$ cat config.mk
export PLATFORM = sky130hd
export DESIGN_NAME = h_word_packer_flat
export DESIGN_NICKNAME = d
export VERILOG_FILES = /design/src/rtl/raccoon_h_pkg.sv /design/src/rtl/h_word_packer_if.sv /design/src/rtl/h_lane_clamp.sv /design/src/rtl/h_word_packer.sv /design/src/flat_wrapper.sv
export SDC_FILE = /design/constraint.sdc
export NUM_CORES = 1
export LEC_CHECK = 0
export CAP_MARGIN = 20
export CORE_UTILIZATION = 57
export CTS_BUF_LIST = sky130_fd_sc_hd__clkbuf_8 sky130_fd_sc_hd__clkbuf_16
export DETAILED_ROUTE_END_ITERATION = 6
export PLACE_DENSITY = 0.85
export SYNTH_ARGS = -nofsm -noshare
export SYNTH_HDL_FRONTEND = slang
export SYNTH_SLANG_ARGS = --single-unit
export TNS_END_PERCENT = 30
$ cat constraint.sdc
create_clock -name clk -period 6.3 [get_ports clk]
set_input_delay 0.945 -clock clk [delete_from_list [all_inputs] [get_ports clk]]
set_output_delay 0.945 -clock clk [all_outputs]
set_load 0.02 [all_outputs]
$ cat src/rtl/raccoon_h_pkg.sv
// Shared constants, types and state encoding for the h-coefficient word packer.
package raccoon_h_pkg;

    localparam int LANE_W = 7;
    localparam int LANES  = 8;
    localparam int WORD_W = LANE_W * LANES;

    // Saturation limits of one 7-bit two's-complement lane.
    localparam logic signed [LANE_W-1:0] LANE_MAX = 7'sd63;
    localparam logic signed [LANE_W-1:0] LANE_MIN = -7'sd64;

    // Lane k of a packed word lives at bits [7k+6:7k].
    typedef logic [LANES-1:0][LANE_W-1:0] lane_buf_t;

    typedef enum logic [1:0] {
        IDLE = 2'd0,
        FILL = 2'd1,
        FIN  = 2'd2
    } state_e;

endpackage

$ cat src/rtl/h_word_packer_if.sv
// Coefficient input handshake and packed-word output bus of the h word packer.
//
// Handshake: the master holds coeff_in stable while in_valid is high; a
// coefficient is consumed on a rising edge where in_valid and in_ready are
// both high. in_valid while in_ready is low consumes nothing. The output side
// has no back-pressure: Check_h_out is new data exactly when out_flag is high.
interface h_word_packer_if
    import raccoon_h_pkg::*;
#(
    parameter int IN_W  = 16,
    parameter int CNT_W = 16
);
    logic                     start;
    logic [CNT_W-1:0]         n_coeffs;
    logic                     in_valid;
    logic                     in_ready;
    logic signed [IN_W-1:0]   coeff_in;
    logic [WORD_W-1:0]        Check_h_out;
    logic                     out_flag;
    logic                     done;
    logic [CNT_W-1:0]         sat_cnt;

    modport master (
        output start, n_coeffs, in_valid, coeff_in,
        input  in_ready, Check_h_out, out_flag, done, sat_cnt
    );

    modport slave (
        input  start, n_coeffs, in_valid, coeff_in,
        output in_ready, Check_h_out, out_flag, done, sat_cnt
    );
endinterface

$ cat src/rtl/h_lane_clamp.sv
// Combinational saturator from a signed IN_W coefficient to one 7-bit lane.
module h_lane_clamp
    import raccoon_h_pkg::*;
#(
    parameter int IN_W = 16
) (
    input  logic signed [IN_W-1:0] i_coeff,
    output logic [LANE_W-1:0]      o_lane,
    output logic                   o_sat
);
    // Lane limits sign-extended to the input width for a signed compare.
    localparam logic signed [IN_W-1:0] C_MAX = IN_W'(LANE_MAX);
    localparam logic signed [IN_W-1:0] C_MIN = IN_W'(LANE_MIN);

    // Clamp to [-64, 63]; in-range values keep their low 7 bits.
    always_comb begin
        o_sat  = 1'b0;
        o_lane = i_coeff[LANE_W-1:0];
        if (i_coeff > C_MAX) begin
            o_lane = LANE_MAX;
            o_sat  = 1'b1;
        end else if (i_coeff < C_MIN) begin
            o_lane = LANE_MIN;
            o_sat  = 1'b1;
        end
    end
endmodule

$ cat src/rtl/h_word_packer.sv
// Packs saturated h coefficients eight to a 56-bit word, one frame at a time.
// The lane buffer fills while the previous word sits in the output register,
// so a completed word never stalls the input.
module h_word_packer
    import raccoon_h_pkg::*;
#(
    parameter int IN_W  = 16,
    parameter int CNT_W = 16
) (
    input  logic            clk,
    input  logic            rst_n,
    h_word_packer_if.slave  bus,
    output state_e          o_dbg_state
);
    state_e            r_state;
    lane_buf_t         r_lanes;
    logic [2:0]        r_lane_idx;
    logic [CNT_W-1:0]  r_remaining;
    logic              r_emit;
    logic [WORD_W-1:0] r_word;
    logic              r_flag;
    logic              r_done;
    logic [CNT_W-1:0]  r_sat_cnt;

    logic [LANE_W-1:0] w_lane;
    logic              w_sat;
    logic              w_xfer;
    lane_buf_t         w_lanes_next;

    h_lane_clamp #(.IN_W(IN_W)) u_clamp (
        .i_coeff (bus.coeff_in),
        .o_lane  (w_lane),
        .o_sat   (w_sat)
    );

    assign w_xfer          = bus.in_valid && (r_state == FILL);
    assign bus.in_ready    = (r_state == FILL);
    assign bus.Check_h_out = r_word;
    assign bus.out_flag    = r_flag;
    assign bus.done        = r_done;
    assign bus.sat_cnt     = r_sat_cnt;
    assign o_dbg_state     = r_state;

    // Next lane buffer: cleared when its word is handed off, then the
    // incoming lane (if any) is written on top.
    always_comb begin
        w_lanes_next = r_emit ? '0 : r_lanes;
        if (w_xfer) begin
            w_lanes_next[r_lane_idx] = w_lane;
        end
    end

    // Frame FSM, lane buffer, counters and registered output strobes.
    always_ff @(posedge clk or negedge rst_n) begin
        if (!rst_n) begin
            r_state     <= IDLE;
            r_lanes     <= '0;
            r_lane_idx  <= '0;
            r_remaining <= '0;
            r_emit      <= 1'b0;
            r_word      <= '0;
            r_flag      <= 1'b0;
            r_done      <= 1'b0;
            r_sat_cnt   <= '0;
        end else begin
            r_flag  <= 1'b0;
            r_done  <= 1'b0;
            r_lanes <= w_lanes_next;

            if (r_emit) begin
                r_word <= r_lanes;
                r_flag <= 1'b1;
                r_emit <= 1'b0;
            end

            case (r_state)
                IDLE: begin
                    if (bus.start) begin
                        if (bus.n_coeffs == '0) begin
                            r_state <= FIN;
                        end else begin
                            r_remaining <= bus.n_coeffs;
                            r_sat_cnt   <= '0;
                            r_lane_idx  <= '0;
                            r_state     <= FILL;
                        end
                    end
                end
                FILL: begin
                    if (w_xfer) begin
                        r_lane_idx  <= r_lane_idx + 3'd1;
                        r_remaining <= r_remaining - CNT_W'(1);
                        if (w_sat && (r_sat_cnt != '1)) begin
                            r_sat_cnt <= r_sat_cnt + CNT_W'(1);
                        end
                        if ((r_lane_idx == 3'd7) || (r_remaining == CNT_W'(1))) begin
                            r_emit <= 1'b1;
                        end
                        if (r_remaining == CNT_W'(1)) begin
                            r_state <= FIN;
                        end
                    end
                end
                FIN: begin
                    // Hold until the last word has been strobed so done trails it.
                    if (!r_emit) begin
                        r_done  <= 1'b1;
                        r_state <= IDLE;
                    end
                end
                default: r_state <= IDLE;
            endcase
        end
    end
endmodule

$ cat src/flat_wrapper.sv
// flat-port wrapper written by rule: the top's interface ports become plain ports
module h_word_packer_flat import raccoon_h_pkg::*;
#(
    parameter int IN_W  = 16,
    parameter int CNT_W = 16
)
  (clk, rst_n, o_dbg_state, bus_start, bus_n_coeffs, bus_in_valid, bus_coeff_in, bus_in_ready, bus_Check_h_out, bus_out_flag, bus_done, bus_sat_cnt);
  h_word_packer_if #(.IN_W(IN_W), .CNT_W(CNT_W)) bus_i ();
  input  logic clk;
  input  logic rst_n;
  output state_e o_dbg_state;
  input wire logic [$bits(bus_i.start)-1:0] bus_start;
  input wire logic [$bits(bus_i.n_coeffs)-1:0] bus_n_coeffs;
  input wire logic [$bits(bus_i.in_valid)-1:0] bus_in_valid;
  input wire logic [$bits(bus_i.coeff_in)-1:0] bus_coeff_in;
  output wire logic [$bits(bus_i.in_ready)-1:0] bus_in_ready;
  output wire logic [$bits(bus_i.Check_h_out)-1:0] bus_Check_h_out;
  output wire logic [$bits(bus_i.out_flag)-1:0] bus_out_flag;
  output wire logic [$bits(bus_i.done)-1:0] bus_done;
  output wire logic [$bits(bus_i.sat_cnt)-1:0] bus_sat_cnt;
  assign bus_i.start = bus_start;
  assign bus_i.n_coeffs = bus_n_coeffs;
  assign bus_i.in_valid = bus_in_valid;
  assign bus_i.coeff_in = bus_coeff_in;
  assign bus_in_ready = bus_i.in_ready;
  assign bus_Check_h_out = bus_i.Check_h_out;
  assign bus_out_flag = bus_i.out_flag;
  assign bus_done = bus_i.done;
  assign bus_sat_cnt = bus_i.sat_cnt;
  h_word_packer #(.IN_W(IN_W), .CNT_W(CNT_W)) u_core (.clk(clk), .rst_n(rst_n), .bus(bus_i), .o_dbg_state(o_dbg_state));
endmodule
==> results.toml <==
[sta]
setup_slack_ns = 2.95
setup_violations = 0
tightest_slew_ns = 1.01
maxSlewViolCount = 0
slew_headroom_pct = 32.4
min_period_ns = 3.35
max_freq_mhz = 299
fin_crit_sh_pct = 53.1
clock_skew_ns = 0.0104
tns_ns = 0
rsz0062_at_grt = "no"
hold_violations = 0

[synthesis]
synthSimpleGateAreaFrac_pct = 15.2
synth_edf_count = 0
yosysSeqAreaShare_pct = 57.4
yosys_warnings = 0
synth_top_family_by_area = "simple AND/OR/NAND/NOR gates"
synth_mux_area_share_pct = 10.8
synth_area_leaders = "dfrtp_1 (57%), mux2_2 (9.5%), o21ai_0 (5.7%)"
netlist.area_leader.share_pct = 57.4
synth_nets = 635
synth-seq-cells = 152
synth_cell_types = 58
synthXorXnorAreaFrac_pct = 0.132
synth_compound_area_share_pct = 12.6
synth_area_sq_um = 6630
synth_largest_area_cell = "dfrtp_1"
ys.flop_type = "dfrtp_1"
synth.avg_cell_area_sq_um = 11.2
syn_inst = 594
async_flop_share_pct = 100
synthAdderAreaFrac_pct = 0.944

[detailed_routing]
num_vias = 5290
first_pass_iters = 7
postRouteWirelength_um = 17100
drc = 0
wl_per_cell_um = 20.1
drt_iter0_drc = 521
detail-route-antenna-nets = 0
viasPerCell = 6.22

[power_and_ir_drop]
ir_drop_v = 0.000365
p_leak_nw = 3.61
p_per_area_nw_per_um2 = 462
power_mw = 3.91

[worst_setup_path]
end_kind = "primary output"
slowest_stage = "clkdlybuf4s50_1"
cp.arrival_ns = 2.40
start_kind = "flip-flop"
crit_chain = "buf_4 > nand2b_1 > inv_1 > clkdlybuf4s50_1"
cp_max_fo = 31
max_stage_delay_ns = 0.70
worst-path-buf-inv = 3
cp_top_family = "buffers and inverters"
worstPathRequired_ns = 5.35
worstSetupPathType = "flip-flop to primary output"

[floorplanning]
die-width_um = 110
core_area_sq_um = 11400
die_area_sq_um = 12100
num_rows = 39
num_io_pins = 113
die_h_um = 110
start_util_pct = 58.3

[cts]
root_buffer = "clkbuf_16"
cts_tree = "done"
cts_setup_buffers = 0
cts_max_level = 4
path_clk_slew_ns = 0.06
cts_resized = 0
clock_latency_ns = 0.42
numClockSinks = 152
cts_buffers = 17
cts_hold_buf = 0
cts.path.max_buffers = 2

[finish]
drive_above_1_share_pct = 15.8
syn_to_final_growth_pct = 27.8
final.fill_count = 722
multi_input_area_sq_um = 2630
fin_nets = 736
diodes = 0
ff_latch_area_sq_um = 3800
final_util_pct = 74.5
final_cells = 851

[global_route]
grt_overflow_total = 0
grt_pass1_vias = 5219
grt_pass1_wl_um = 26500
grt_max_degree = 90
antenna_found_initial = 0
grt_use_total_pct = 29.6

[placement]
gp_congestion = 0.969
hpwl_um = 10900
portBuffers = 112
dpl.cell_count = 819
preCtsSetupSlack_ns = 2.94

[outcome]
run_status = "complete, no violations"

[run]
max_cap_violations = 0

[hold_path]
hp-class = "flip-flop to flip-flop"
[cell usage in the layout, fill, tap and decap left out, types with 5 or more instances in the layout]
cell type	count
dfrtp_1	151
clkdlybuf4s50_1	111
o21ai_0	75
nand3_1	57
mux2_2	56
a21oi_1	31
nand2_1	28
nor2_1	25
clkbuf_16	17
inv_1	12
or3_1	12
nand4_1	9
nor3_1	7
mux2i_1	7
nor4_1	6
ha_1	5
bufinv_16	5
buf_4	5
[cells in the mapped netlist, types with 6 or more instances]
| library cell | instances |
|---|---|
| a21oi_1 | 31 |
| clkbuf_1 | 23 |
| dfrtp_1 | 152 |
| inv_1 | 12 |
| mux2_2 | 56 |
| mux2i_1 | 7 |
| nand2_1 | 28 |
| nand3_1 | 57 |
| nand4_1 | 9 |
| nor2_1 | 25 |
| nor3_1 | 7 |
| nor4_1 | 6 |
| o21ai_0 | 75 |
| or3_1 | 12 |
[final cells by class]
| class | instances | share of cell area (%) |
|---|---|---|
| Sequential cell | 152 | 44.9 |
| Inverter | 12 | 0.532 |
| Tap cell | 143 | 2.11 |
| Multi-Input combinational cell | 395 | 31.1 |
| Timing Repair Buffer | 117 | 13.7 |
| Clock buffer | 17 | 5.02 |
| Clock inverter | 15 | 2.63 |
[logic make-up after synthesis]
family                     Yosys count
and+or+nand+nor                    181
DFF                                152
AOI/OAI and AO/OA                  144
muxes                               64
buffers and inverters               47
adders and majority gates            5
xor gates and xnor gates             1
[final timing paths]
| path | depth (start not counted) | slack [ns] | from | endpoint |
|---|---|---|---|---|
| max in group asynchronous | 2 | 4.27 | rst_n | u_core.r_emit$_DFF_PN0_ |
| setup reg to reg | 7 | 3.32 | u_core.o_dbg_state[0]$_DFFE_PN0P_ | u_core.r_lanes[52]$_DFF_PN0_ |
| hold reg to reg | 1 | 0.50 | u_core.bus.Check_h_out[41]$_DFFE_PN0P_ | u_core.bus.Check_h_out[41]$_DFFE_PN0P_ |
| setup / recovery | 4 | 2.95 | u_core.o_dbg_state[0]$_DFFE_PN0P_ | bus_in_ready |
| hold / removal | 1 | 0.50 | u_core.bus.Check_h_out[41]$_DFFE_PN0P_ | u_core.bus.Check_h_out[41]$_DFFE_PN0P_ |
| min in group asynchronous | 1 | 0.60 | rst_n | u_core.r_lanes[48]$_DFF_PN0_ |
[power breakdown]
part	leakage, nW	switching [mW]	internal [mW]
clock	0.310	0.408	0.705
combinational	1.36	0.595	0.577
sequential	1.94	0.278	1.34
[registers in the layout, summed over array words and instances (netlist names)]
name	count
u_core.r_emit	1
u_core.bus.out_flag	1
u_core.bus.Check_h_out	56
u_core.r_lanes	56
u_core.r_lane_idx	3
u_core.bus.sat_cnt	16
u_core.o_dbg_state	2
u_core.r_remaining	16
u_core.bus.done	1
[stage by stage]
step                hold slack [ns]  cell area, sq um
floorplan                     0.352              6630
global route                  0.519              8470
global placement              0.485              7820
CTS                           0.504              8470
detailed placement            0.491              7820
finish                        0.503              8470
[layer usage]
layer	vias up	track usage (%)	share of wire, %
met5	-	0	0
li1	2387	-	-
met3	42	7.47	7.6
met4	0	11.6	2.7
met1	2599	38.6	40
met2	262	47.6	49
Note: power is estimated with default switching activity, not from simulation.
